### src/rtl/eg2000_joy_pkg.sv
// Shared constants, FSM state type and arithmetic helpers for the EG2000 analog joystick path.
// Latency: n/a (package only).
// Backpressure: n/a (package only).
package eg2000_joy_pkg;

    localparam int POS_W = 6;
    localparam logic [POS_W-1:0] CENTRE_X = 6'd32;
    localparam logic [POS_W-1:0] CENTRE_Y = 6'd31;
    localparam logic [POS_W-1:0] DPAD_MID = 6'd31;
    localparam logic [POS_W-1:0] POS_MIN  = 6'd0;
    localparam logic [POS_W-1:0] POS_MAX  = 6'd63;

    typedef enum logic {
        ST_RUN,
        ST_CAL_PEND
    } cal_state_e;

    // Clamp a 9-bit signed difference back into the 8-bit stick range.
    function automatic logic signed [7:0] sat8(input logic signed [8:0] d);
        if (d > 9'sd127) begin
            return 8'sh7f;
        end else if (d < -9'sd128) begin
            return 8'sh80;
        end else begin
            return d[7:0];
        end
    endfunction

    // Map signed -128..127 onto 0..63: (v + 128) >> 2, the +128 being a sign-bit flip.
    function automatic logic [POS_W-1:0] axis_map(input logic signed [7:0] v);
        logic [7:0] biased;
        biased = v ^ 8'h80;
        return biased[7:2];
    endfunction

endpackage

### src/rtl/eg2000_joy_analog_if.sv
// Stick inputs and conditioned X/Y position outputs of one joystick conditioner.
// Latency: n/a (wiring only).
// Backpressure: none; valid_o is a fire-and-forget update strobe.
interface eg2000_joy_analog_if;

    logic [15:0]                     joya_i;
    logic [3:0]                      joy_i;
    logic                            dpad_i;
    logic                            cal_i;
    logic [eg2000_joy_pkg::POS_W-1:0] pos_x_o;
    logic [eg2000_joy_pkg::POS_W-1:0] pos_y_o;
    logic                            valid_o;

    modport slave (
        input  joya_i, joy_i, dpad_i, cal_i,
        output pos_x_o, pos_y_o, valid_o
    );

    modport master (
        output joya_i, joy_i, dpad_i, cal_i,
        input  pos_x_o, pos_y_o, valid_o
    );

endinterface

### src/rtl/eg2000_joy_axis.sv
// One stick axis: accumulate, average, offset (EG2000_JOY_CAL_EN), deadzone, map to 0..63.
// Latency: position register loads on the stage-1 cycle, visible 2 clocks after the last sample.
// Backpressure: none; digital load has priority, analog load is gated by the top.
module eg2000_joy_axis
    import eg2000_joy_pkg::*;
#(
    parameter int AVG_LOG2 = 2,
    parameter int DEADZONE = 2,
    parameter bit INVERT   = 1'b0
) (
    input  logic             clk,
    input  logic             reset_n,
    input  logic [7:0]       sample_i,
    input  logic             tick_i,
    input  logic             clr_i,
    input  logic             s1_i,
    input  logic             load_i,
`ifdef EG2000_JOY_CAL_EN
    input  logic             cal_cap_i,
`endif
    input  logic             dig_en_i,
    input  logic [POS_W-1:0] dig_pos_i,
    output logic [POS_W-1:0] pos_o
);

    localparam int ACC_W = 8 + AVG_LOG2;
    localparam logic signed [9:0] DZ = 10'(DEADZONE);
    localparam logic [POS_W-1:0] POS_RST = INVERT ? CENTRE_Y : CENTRE_X;

    logic signed [ACC_W-1:0] acc_q, acc_d;
    logic [POS_W-1:0]        pos_q, pos_d;
    logic signed [7:0]       avg, offset, v_sat, v_dz, v_fin;
    logic signed [8:0]       diff;
    logic signed [9:0]       v_ext;
    logic [POS_W-1:0]        m, pos_an;

    // Averaging, offset removal, deadzone and mapping for the stage-1 cycle.
    always_comb begin
        avg    = 8'(acc_q >>> AVG_LOG2);
        diff   = 9'(avg) - 9'(offset);
        v_sat  = sat8(diff);
        v_ext  = 10'(v_sat);
        v_dz   = ((v_ext <= DZ) && (v_ext >= -DZ)) ? 8'sd0 : v_sat;
        m      = axis_map(v_fin);
        pos_an = INVERT ? (POS_MAX - m) : m;
    end

`ifdef EG2000_JOY_CAL_EN
    logic signed [7:0] offset_q, offset_d;

    // The calibration window's average becomes the new centre; its own output is forced to centre.
    always_comb begin
        offset_d = offset_q;
        if (load_i && cal_cap_i) begin
            offset_d = avg;
        end
    end

    // Offset register.
    always_ff @(posedge clk or negedge reset_n) begin
        if (!reset_n) begin
            offset_q <= '0;
        end else begin
            offset_q <= offset_d;
        end
    end

    assign offset = offset_q;
    assign v_fin  = cal_cap_i ? 8'sd0 : v_dz;
`else
    assign offset = '0;
    assign v_fin  = v_dz;
`endif

    // Accumulator clears on a mode restart or once stage 1 has consumed it; ticks add a sample.
    // Stage 1 never coincides with a tick because the prescaler period is at least 2.
    always_comb begin
        acc_d = acc_q;
        if (clr_i || s1_i) begin
            acc_d = '0;
        end
        if (tick_i && !clr_i) begin
            acc_d = acc_d + ACC_W'($signed(sample_i));
        end
    end

    // Output position: digital mode overrides, otherwise update on an accepted analog window.
    always_comb begin
        pos_d = pos_q;
        if (dig_en_i) begin
            pos_d = dig_pos_i;
        end else if (load_i) begin
            pos_d = pos_an;
        end
    end

    // Accumulator and output registers.
    always_ff @(posedge clk or negedge reset_n) begin
        if (!reset_n) begin
            acc_q <= '0;
            pos_q <= POS_RST;
        end else begin
            acc_q <= acc_d;
            pos_q <= pos_d;
        end
    end

    assign pos_o = pos_q;

endmodule

### src/rtl/eg2000_joy_analog.sv
// Per-player analog joystick conditioner; calibration FSM/offsets exist only with EG2000_JOY_CAL_EN.
// Latency: analog 2 clocks after the last sample of a window; digital d-pad 1 clock.
// Backpressure: none; valid_o pulses one cycle per analog update, never in digital mode.
module eg2000_joy_analog
    import eg2000_joy_pkg::*;
#(
    parameter int DIV      = 1024,
    parameter int AVG_LOG2 = 2,
    parameter int DEADZONE = 2
) (
    input logic                  clk,
    input logic                  reset_n,
    eg2000_joy_analog_if.slave   bus
);

    localparam int PW = $clog2(DIV);
    localparam int CW = (AVG_LOG2 > 0) ? AVG_LOG2 : 1;
    localparam logic [PW-1:0] PRESC_MAX = PW'(DIV - 1);
    localparam logic [CW-1:0] CNT_MAX   = CW'((1 << AVG_LOG2) - 1);

    logic [PW-1:0]    presc_q, presc_d;
    logic [CW-1:0]    cnt_q, cnt_d;
    logic             s1_q, s1_d;
    logic             valid_q, valid_d;
    logic             dpad_prev_q;
    logic             restart, tick, win_end, load, cal_cap;
    logic [POS_W-1:0] dig_x, dig_y;

    // Leaving digital mode restarts the window; a pending stage 1 from the digital era is dropped.
    always_comb begin
        restart = dpad_prev_q && !bus.dpad_i;
        tick    = (presc_q == PRESC_MAX) && !restart;
        win_end = tick && (cnt_q == CNT_MAX);
        load    = s1_q && !bus.dpad_i && !restart;
        dig_x   = bus.joy_i[1] ? POS_MIN : (bus.joy_i[0] ? POS_MAX : DPAD_MID);
        dig_y   = bus.joy_i[2] ? POS_MIN : (bus.joy_i[3] ? POS_MAX : DPAD_MID);
    end

    // Prescaler, sample counter, stage-1 marker and update strobe.
    always_comb begin
        presc_d = (restart || tick) ? '0 : presc_q + 1'b1;
        cnt_d   = cnt_q;
        if (restart || win_end) begin
            cnt_d = '0;
        end else if (tick) begin
            cnt_d = cnt_q + 1'b1;
        end
        s1_d    = win_end;
        valid_d = load;
    end

    // Sequencing registers.
    always_ff @(posedge clk or negedge reset_n) begin
        if (!reset_n) begin
            presc_q     <= '0;
            cnt_q       <= '0;
            s1_q        <= 1'b0;
            valid_q     <= 1'b0;
            dpad_prev_q <= 1'b0;
        end else begin
            presc_q     <= presc_d;
            cnt_q       <= cnt_d;
            s1_q        <= s1_d;
            valid_q     <= valid_d;
            dpad_prev_q <= bus.dpad_i;
        end
    end

`ifdef EG2000_JOY_CAL_EN
    cal_state_e state_q, state_d;

    // A cal request arms CAL_PEND; the next accepted analog window is consumed as the centre.
    always_comb begin
        state_d = state_q;
        cal_cap = 1'b0;
        case (state_q)
            ST_RUN: begin
                if (bus.cal_i) begin
                    state_d = ST_CAL_PEND;
                end
            end
            ST_CAL_PEND: begin
                cal_cap = load;
                if (load) begin
                    state_d = ST_RUN;
                end
            end
            default: state_d = ST_RUN;
        endcase
    end

    // Calibration state register.
    always_ff @(posedge clk or negedge reset_n) begin
        if (!reset_n) begin
            state_q <= ST_RUN;
        end else begin
            state_q <= state_d;
        end
    end
`else
    assign cal_cap = 1'b0;
`endif

    eg2000_joy_axis #(.AVG_LOG2(AVG_LOG2), .DEADZONE(DEADZONE), .INVERT(1'b0)) u_axis_x (
        .clk       (clk),
        .reset_n   (reset_n),
        .sample_i  (bus.joya_i[7:0]),
        .tick_i    (tick),
        .clr_i     (restart),
        .s1_i      (s1_q),
        .load_i    (load),
`ifdef EG2000_JOY_CAL_EN
        .cal_cap_i (cal_cap),
`endif
        .dig_en_i  (bus.dpad_i),
        .dig_pos_i (dig_x),
        .pos_o     (bus.pos_x_o)
    );

    eg2000_joy_axis #(.AVG_LOG2(AVG_LOG2), .DEADZONE(DEADZONE), .INVERT(1'b1)) u_axis_y (
        .clk       (clk),
        .reset_n   (reset_n),
        .sample_i  (bus.joya_i[15:8]),
        .tick_i    (tick),
        .clr_i     (restart),
        .s1_i      (s1_q),
        .load_i    (load),
`ifdef EG2000_JOY_CAL_EN
        .cal_cap_i (cal_cap),
`endif
        .dig_en_i  (bus.dpad_i),
        .dig_pos_i (dig_y),
        .pos_o     (bus.pos_y_o)
    );

    assign bus.valid_o = valid_q;

`ifndef EG2000_JOY_CAL_EN
    logic unused_cal;
    assign unused_cal = bus.cal_i | cal_cap;
`endif

endmodule

### src/flat_wrapper.sv
// flat-port wrapper written by rule: the top's interface ports become plain ports
module eg2000_joy_analog_flat import eg2000_joy_pkg::*;
#(
    parameter int DIV      = 1024,
    parameter int AVG_LOG2 = 2,
    parameter int DEADZONE = 2
)
  (clk, reset_n, bus_joya_i, bus_joy_i, bus_dpad_i, bus_cal_i, bus_pos_x_o, bus_pos_y_o, bus_valid_o);
  eg2000_joy_analog_if bus_i ();
  input logic clk;
  input logic reset_n;
  input wire logic [$bits(bus_i.joya_i)-1:0] bus_joya_i;
  input wire logic [$bits(bus_i.joy_i)-1:0] bus_joy_i;
  input wire logic [$bits(bus_i.dpad_i)-1:0] bus_dpad_i;
  input wire logic [$bits(bus_i.cal_i)-1:0] bus_cal_i;
  output wire logic [$bits(bus_i.pos_x_o)-1:0] bus_pos_x_o;
  output wire logic [$bits(bus_i.pos_y_o)-1:0] bus_pos_y_o;
  output wire logic [$bits(bus_i.valid_o)-1:0] bus_valid_o;
  assign bus_i.joya_i = bus_joya_i;
  assign bus_i.joy_i = bus_joy_i;
  assign bus_i.dpad_i = bus_dpad_i;
  assign bus_i.cal_i = bus_cal_i;
  assign bus_pos_x_o = bus_i.pos_x_o;
  assign bus_pos_y_o = bus_i.pos_y_o;
  assign bus_valid_o = bus_i.valid_o;
  eg2000_joy_analog #(.DIV(DIV), .AVG_LOG2(AVG_LOG2), .DEADZONE(DEADZONE)) u_core (.clk(clk), .reset_n(reset_n), .bus(bus_i));
endmodule
### config.mk
export PLATFORM = sky130hd
export DESIGN_NAME = eg2000_joy_analog_flat
export DESIGN_NICKNAME = d
export VERILOG_FILES = /design/src/rtl/eg2000_joy_pkg.sv /design/src/rtl/eg2000_joy_analog_if.sv /design/src/rtl/eg2000_joy_axis.sv /design/src/rtl/eg2000_joy_analog.sv /design/src/flat_wrapper.sv
export SDC_FILE = /design/constraint.sdc
export NUM_CORES = 1
export LEC_CHECK = 0
export CELL_PAD_IN_SITES_DETAIL_PLACEMENT = 1
export CELL_PAD_IN_SITES_GLOBAL_PLACEMENT = 1
export CORE_UTILIZATION = 39
export CTS_CLUSTER_SIZE = 30
export DETAILED_ROUTE_END_ITERATION = 10
export PLACE_DENSITY = 0.79
export SKIP_CTS_REPAIR_TIMING = 1
export SLEW_MARGIN = 20
export SYNTH_ARGS = -nofsm -noshare
export SYNTH_HDL_FRONTEND = slang
export SYNTH_SLANG_ARGS = --single-unit
### constraint.sdc
create_clock -name clk -period 2.6 [get_ports clk]
set_input_delay 0.52 -clock clk [delete_from_list [all_inputs] [get_ports clk]]
set_output_delay 0.52 -clock clk [all_outputs]
set_load 0.02 [all_outputs]
======== Word level (Yosys, flattened, before mapping) ========
Index checks and enable logic that the tools add are counted.
operators by class
  div/mod/pow operators ................... 0
  bitwise operators ....................... 2
  reduce and logical (&&, ||, !) cells .... 15
  $mul .................................... 0
  equal/unequal tests ..................... 2
  shifts and indexed selects .............. 0
  order comparisons ....................... 8
  $add $sub $neg .......................... 5
  mux-type cells .......................... 21
operators with widths
  kind                     number
  $mux W10                 5
  $mux W6                  8
  $mux W8                  6
  $add A10 B8 Y10          2
  $ge A8 B2 Y1 const B     2
  $gt A8 B8 Y1 const B     2
  $le A8 B3 Y1 const B     2
  $lt A8 B8 Y1 const B     2
  $add A10 B1 Y10 const B  1
  $eq A10 B10 Y1 const B   1
  $logic_and A1 B1 Y1      8
  $sub A6 B6 Y6 const A    1
  $mux W2                  2
  $reduce_bool A2 Y1       2
  $logic_or A1 B1 Y1       3
  $add A2 B1 Y2 const B    1
  $eq A2 B2 Y1 const B     1
  $logic_not A1 Y1         2
  $not A1 Y1               2
word-level totals
  RAM bits ................................ 0
  latch bits .............................. 0
  logic and storage cells ................. 62
  output and inout port bits .............. 13
  memory bits (read-only) ................. 0
  register bits ........................... 47
  memories ................................ 0
  input port bits ......................... 24

======== Depth between registers and ports, before layout ========
Gate-level depths: netlist (run 1).
  depth in word-level cells ............... 10
  mapped depth ............................ 12
  depth with buffers taken out ............ 11

======== Cells and area by module ========
A second synthesis (run 1) with hierarchy kept.
second synthesis, totals
  cell total of the unflattened synthesis .. 356
  area total of the unflattened synthesis .. 3,186.8 um2
modules (own cells, without submodules)
  module                             times used  cells each  sequential area each (um2)  area each (um2)
  eg2000_joy_axis (u_core.u_axis_y)  1           145         406.6                       1,247.4
  eg2000_joy_axis (u_core.u_axis_x)  1           140         401.6                       1,217.4
  eg2000_joy_analog                  1           71          375.4                       721.9

======== Least setup slack after synthesis (run 1) ========
Ideal clock, no wire load.
  path kind ............................... input-to-reg
  from .................................... input port bus_dpad_i
  to ...................................... register u_core.u_axis_x.acc_q[8]
  arrival ................................. 2.870 ns
  setup time .............................. 0.119 ns
  path buffers ............................ 1
  setup slack ............................. -0.389 ns
  cell stages on the path ................. 12
  required time ........................... 2.481 ns
  cells stage by stage .................... nor2b_1 > nor2_1 > clkbuf_1 > and2_1 > ha_1 > fa_1 > a211oi_1 > o21ai_0 > or3_1 > a31oi_1 > xor2_1 > o21ai_2
on the way
  word-level cells in the longest chain between the ends .. 6
  elaborated cells between the ends (all ways) .. 9
  classes of those cells .................. add/sub: 1; mux: 2; reduce/logical: 6
RTL lines
  item                                                           line                                                                   source
  start, declared                                                flat_wrapper.sv:14                                                     input wire logic [$bits(bus_i.dpad_i)-1:0] bus_dpad_i;
  $logic_not A1 Y1 (*)                                           eg2000_joy_analog.sv:31                                                restart = dpad_prev_q && !bus.dpad_i;
  $logic_and A1 B1 Y1 (*)                                        eg2000_joy_analog.sv:31
  $logic_or A1 B1 Y1 / $logic_not A1 Y1 (equally long branches)  eg2000_joy_axis.sv:79, eg2000_joy_axis.sv:82, eg2000_joy_analog.sv:32
  $mux W10 / $logic_and A1 B1 Y1 (equally long branches)         eg2000_joy_axis.sv:79, eg2000_joy_analog.sv:32
  $add A10 B8 Y10 / $logic_and A1 B1 Y1 (equally long branches)  eg2000_joy_axis.sv:83, eg2000_joy_axis.sv:82
  $mux W10 (*)                                                   eg2000_joy_axis.sv:82                                                  if (tick_i && !clr_i) begin
  via u_core.u_axis_x.acc_d[8]                                   eg2000_joy_axis.sv:30                                                  logic signed [ACC_W-1:0] acc_q, acc_d;
  end signal, assigned                                           eg2000_joy_axis.sv:100                                                 acc_q <= '0;
  end signal, assigned                                           eg2000_joy_axis.sv:103                                                 acc_q <= acc_d;
  end, declared                                                  eg2000_joy_axis.sv:30
The timed path passes the listed nets; every way through them passes the cells marked *.
A chain may end at the register's enable or synchronous reset.

======== Worst setup path in the final report (run 1) ========
  from .................................... register u_core.dpad_prev_q
  to ...................................... register u_core.u_axis_x.acc_q[8]
on the way
  word-level cells in the longest chain between the ends .. 5
  elaborated cells between the ends (all ways) .. 8
  classes of those cells .................. add/sub: 1; mux: 2; reduce/logical: 5
RTL lines
  item                                                           line                                                                   source
  start, declared                                                eg2000_joy_analog.sv:25                                                logic dpad_prev_q;
  start signal, assigned                                         eg2000_joy_analog.sv:65                                                dpad_prev_q <= bus.dpad_i;
  $logic_and A1 B1 Y1 (*)                                        eg2000_joy_analog.sv:31
  $logic_or A1 B1 Y1 / $logic_not A1 Y1 (equally long branches)  eg2000_joy_axis.sv:79, eg2000_joy_axis.sv:82, eg2000_joy_analog.sv:32
  $mux W10 / $logic_and A1 B1 Y1 (equally long branches)         eg2000_joy_axis.sv:79, eg2000_joy_analog.sv:32
  $add A10 B8 Y10 / $logic_and A1 B1 Y1 (equally long branches)  eg2000_joy_axis.sv:83, eg2000_joy_axis.sv:82
  $mux W10 (*)                                                   eg2000_joy_axis.sv:82
  via u_core.u_axis_x.acc_d[8]                                   eg2000_joy_axis.sv:30
Marked as above.

==> results of run 1 <==
==> per-stage QoR <==
step / cells / area [µm²] / power (mW)
final: 473 / 3820 / 1.54
after global routing: 473 / 3820 / 1.60
after CTS: 471 / 3760 / 1.54
after detailed placement: 463 / 3680 / 1.10
after global placement: 463 / 3680 / 1.09
after floorplan: 295 / 2930 / 0.953
==> worst max-delay path by stage <==
stage                             from                        to  cells after the start  slack (ps)
finish              u_core.dpad_prev_q  u_core.u_axis_x.acc_q[8]                     11          90
global route        u_core.dpad_prev_q  u_core.u_axis_y.acc_q[8]                     11         -10
CTS                         bus_dpad_i  u_core.u_axis_x.acc_q[9]                     11        -370
detailed placement          bus_dpad_i  u_core.u_axis_y.acc_q[8]                     12        -660
global placement            bus_dpad_i  u_core.u_axis_x.acc_q[8]                     12        -590
floorplan                   bus_dpad_i  u_core.u_axis_x.acc_q[8]                     12        -100
==> registers in the layout, summed over array words and instances (netlist names) <==
signal,flops
u_core.u_axis_y.pos_o,6
u_core.u_axis_x.pos_o,6
u_core.cnt_q,2
u_core.u_axis_y.acc_q,10
u_core.u_axis_x.acc_q,10
u_core.presc_q,10
u_core.dpad_prev_q,1
u_core.s1_q,1
u_core.bus.valid_o,1
==> cell usage in the layout (no fill, tap or decap), types with 3 or more instances in the layout <==
cell	n
dfrtp_1	41
nor2_1	24
a211oi_1	6
a221oi_1	5
ha_1	18
nand2_1	36
a22o_1	5
a21oi_1	12
xnor2_1	5
a21o_1	6
nand2b_1	3
a211oi_2	4
o21ai_0	11
nand4_1	4
o21ai_2	10
and2_1	18
a211o_1	5
inv_1	5
clkbuf_8	5
a31oi_1	3
o21ai_1	3
nand3_1	3
dfstp_2	6
buf_4	47
nor3_1	3
xor2_1	17
clkdlybuf4s50_1	33
==> layout make-up <==
class | count | area, µm²
timing repair buffer | 82 | 701
tap | 96 | 120
clock inverter | 2 | 12.5
multi-input combinational | 235 | 1710
clock buffer | 6 | 72.6
fill | 812 | 3130
inverter | 5 | 18.8
sequential | 47 | 1180
==> layer usage <==
| layer | vias to the layer above | part of all wire | track usage |
|---|---|---|---|
| met4 | 0 | 0.010 | 0.0581 |
| li1 | 1223 | - | - |
| met3 | 5 | 0.019 | 0.0254 |
| met2 | 43 | 0.50 | 0.394 |
| met1 | 1260 | 0.47 | 0.288 |
| met5 | - | 0 | 0 |
==> cell families after synthesis <==
group           count (synthesis)  share of synthesized area
mux                             1                    0.00392
xor+xnor                       22                     0.0671
buf+inv                        13                     0.0200
simple gates                  109                      0.191
compound gates                 81                      0.205
flops                          47                      0.412
fa+ha+maj                      22                      0.101
==> report_power, final <==
part	switching (mW)	internal [mW]	total, mW
clock network	0.256	0.189	0.444
logic	0.134	0.137	0.272
registers	0.0436	0.777	0.820
total	0.433	1.10	1.54
==> results.txt, run 1 <==
final core occ: 0.550
CTS sink cnt: 47
synthesized net count: 341
Reg2Reg Capture Point: u_core.u_axis_x.acc_q[8]
Vias: 2531
syn avg cell area: 9.74 µm²
TritonCTS clock tree: yes
Starting Density: 0.414
Final Max Slew Viols: 0
DR pass1 iterations: 4
Die ar.: 7710 µm²
max_slew headroom: 0.535
port bufs: 35
EDFF count, synth: 0
asr flop ratio synth: 1.00
Startpoint Class: flip-flop
fmax: 398 MHz
period utilisation layout: 0.966
Residual DRC: 0
H-tree levels: 2
Yosys top cell area share: 0.357
Tot GR Track Use: 0.222
critical path's top delay family: simple AND/OR/NAND/NOR gates
Area Growth Syn to Fin: 32.8%
Critical Path Slowest Stage Cell: fa_2
synthesized instance count: 295
clock tree root buffer cell: clkbuf_8
Die X-Extent: 87.8 µm
critical path cell sequence: nor2b_4 > nor2_4 > and2_4 > ha_4 > fa_2 > a211oi_2 > o21ai_1 > or3_1 > a31oi_1 > xor2_1 > o21ai_2
post-synth top area cell: dfrtp_1
Buf/Inv on CP: 0
clk buf depth: 2
Worst-Skew Late Latency: 300 ps
DP HPWL: 6180 µm
core area: 6940 µm²
sequential fraction of the synthesis area: 0.412
Max-Cap Viols: 0
Hold WS: 296 ps
largest net degree at the start of global routing: 48
Setup WS post-layout: 89.4 ps
Total Nets Final: 422
Worst EP arrival: 2710 ps
top-count cell post-synth: dfrtp_1
count of final hold-check violations: 0
Starting DRT DRC Count: 59
CTS Buf Count: 5
Post-Syn Area: 2870 µm²
Unique masters post-synth: 43
Slew @ Worst Pin: 693 ps
final setup fails: 0
worst min-delay path class: input port to async pin
Die Span Y: 87.8 µm
Critical Path End Type: flip-flop
Synth Register Bits: 47
first-pass GRT wire length: 13200 µm
RR Startpoint: u_core.dpad_prev_q
total negative slack for setup checks: 0 ps
synth top area cells: dfrtp_1 (36%), ha_1 (8.7%), dfstp_2 (5.5%)
Worst Path Class, Setup: flip-flop to flip-flop
Synthesis Warnings: 0
worst vdd ir: 0.196 mV
dominant synthesized flop cell: dfrtp_1
PwrDens: 402 nW/µm²
status: finished clean
Post-Place Setup Slack: -660 ps
fraction of layout instances using a drive strength above 1: 0.241
fin crit period: 2510 ps
setup slack, reg-to-reg: 90 ps
unrepaired setup endpoints after global routing: yes
Clk pin slew, worst setup/hold paths: 90 ps
# diodes: 0
number of global-route vias before repair: 2676
Avg WL per Cell: 16.8 µm
Leak: 1.80 nW
routed wire length: 7920 µm
Layout Skew: 3.10 ps
CP Max Fanout: 11
Synth top cells by count: dfrtp_1 (41), nand2_1 (36), nor2_1 (25)
Overflow after GRT: 0
Vias per Instance: 5.35
I/O pin count: 37
Worst EP required: 2800 ps
R2R cell count: 11
Site Rows: 30
max incr delay on CP: 390 ps
remaining antenna violation count after routing: 0
initial antenna violation count: 0
Placer Congestion: 0.868
No activity file was read; power rests on OpenSTA's default activity.
==> inputs of run 2 (changes only) <==
Settings changed: CORE_UTILIZATION 39 to 44, CTS_BUF_LIST set to sky130_fd_sc_hd__clkbuf_16, DONT_BUFFER_PORTS set to 1, PLACE_DENSITY 0.79 to 0.77.
==> run 2 against run 1 <==
  * Clock power grew 38%
  * Non-clock buffer count down 57
  * Register-to-register slack got worse by 60 ps
  * Critical path type unchanged
==> results.txt, run 2 (synthesized netlist as in run 1, its figures left out) <==
status: finished clean
first-pass GRT wire length: 11600 µm
max_slew headroom: 0.509
Slew @ Worst Pin: 736 ps
met2 Use GR: 0.327
port bufs: 0
Area Growth Syn to Fin: 17.3%
Critical Path End Type: flip-flop
GR Util met3: 0.0477
worst min-delay path class: input port to async pin
fmax: 389 MHz
worst vdd ir: 0.374 mV
Die X-Extent: 82.8 µm
fraction of layout instances using a drive strength above 1: 0.219
most common cell after layout, fill and taps aside: dfrtp_1
Total Nets Final: 366
number of global-route vias before repair: 2335
routed wire length: 7040 µm
Site Rows: 29
Overflow after GRT: 0
Hold WS: 66.3 ps
largest net degree at the start of global routing: 48
Vias: 2319
initial antenna violation count: 0
Starting Density: 0.455
Residual DRC: 0
total negative slack for setup checks: 0 ps
Die ar.: 6860 µm²
DP HPWL: 5020 µm
DR pass1 iterations: 4
core area: 6310 µm²
Worst EP arrival: 2750 ps
I/O pin count: 37
Vias per Instance: 5.84
Startpoint Class: flip-flop
remaining antenna violation count after routing: 0
Worst Path Class, Setup: flip-flop to flip-flop
Clk pin slew, worst setup/hold paths: 60 ps
Avg WL per Cell: 17.7 µm
clock tree root buffer cell: clkbuf_16
PwrDens: 481 nW/µm²
period utilisation layout: 0.989
# diodes: 0
busiest grt layer: met2
TritonCTS clock tree: yes
count of final hold-check violations: 0
met1 Use GR: 0.294
clk buf depth: 2
CTS Buf Count: 5
Layout Skew: 5.14 ps
CP Max Fanout: 6
Starting DRT DRC Count: 85
H-tree levels: 2
Worst EP required: 2770 ps
Placer Congestion: 0.773
Leak: 1.59 nW
top flop regs: u_core.presc_q: 10 flops, u_core.u_axis_x.acc_q: 10 flops, u_core.u_axis_y.acc_q: 10 flops
final setup fails: 0
fill cell count: 718
unrepaired setup endpoints after global routing: yes
CTS sink cnt: 47
Max-Cap Viols: 0
Die Span Y: 82.8 µm
Tot GR Track Use: 0.208
fin crit period: 2570 ps
Worst-Skew Late Latency: 290 ps
Final Max Slew Viols: 0
commonest cells after routing, fill and taps aside: dfrtp_1 (41), nand2_1 (36), nor2_1 (24), buf_4 (24)
run 2: cell types whose count changed in the layout (fill, tap and decap cells not counted), moves of 2 or more:
| cell | delta |
|---|---|
| o21ai_1 | -2 |
| o21ai_2 | +2 |
| buf_4 | -23 |
| clkdlybuf4s50_1 | -33 |
| inv_1 | +2 |
| clkbuf_16 | +5 |
| clkbuf_8 | -5 |
run 2: per-layer routing:
layer | vias up | part of all wire
met1 | 1154 | 0.48
met2 | 43 | 0.48
met3 | 8 | 0.035
met4 | 0 | 0.010
li1 | 1114 | -
met5 | - | 0
run 2: worst paths after layout:
kind | start | cells after the start | slack [ps] | to
setup / recovery | u_core.dpad_prev_q | 11 | 30 | u_core.u_axis_x.acc_q[8]
hold / removal | reset_n | 1 | 70 | u_core.presc_q[4]
setup reg to reg | u_core.dpad_prev_q | 11 | 30 | u_core.u_axis_x.acc_q[8]
hold reg to reg | u_core.cnt_q[1] | 1 | 530 | u_core.cnt_q[1]
max in group asynchronous | reset_n | 1 | 2330 | u_core.u_axis_y.pos_o[5]
min in group clk | bus_dpad_i | 0 | 260 | u_core.dpad_prev_q
run 2: layout make-up:
cell class	instances	area, µm²	area share
tap	77	96.3	0.0286
multi-input combinational	236	1730	0.514
timing repair buffer	25	208	0.0616
clock buffer	5	125	0.0371
clock inverter	2	7.51	0.00223
inverter	5	18.8	0.00557
sequential	47	1180	0.351
run 2: critical path, cell delays in order, from the launching register on:
cell and delay (ps):
dfrtp_1 350, nor2b_4 180, nor2_4 80, and2_4 180, ha_4 160, fa_2 360, a211oi_2 230, o21ai_2 100
or3_1 360, a31oi_1 210, xor2_1 200, o21ai_2 60
run 2: through the flow:
step	cell area [µm²]	setup WS (ps)	instances	total power [mW]	util
finish	3370	27.5	397	1.62	0.534
global route	3370	-164	397	1.69	0.534
CTS	3260	-181	392	1.60	0.517
detailed placement	3130	-208	385	0.996	0.496
global placement	3130	-180	385	0.986	0.496
floorplan	2930	-98.2	295	0.953	-
run 2: report_power, final:
part           internal, mW  switching [mW]
registers             0.778          0.0651
clock network         0.344           0.266
logic                0.0772          0.0881
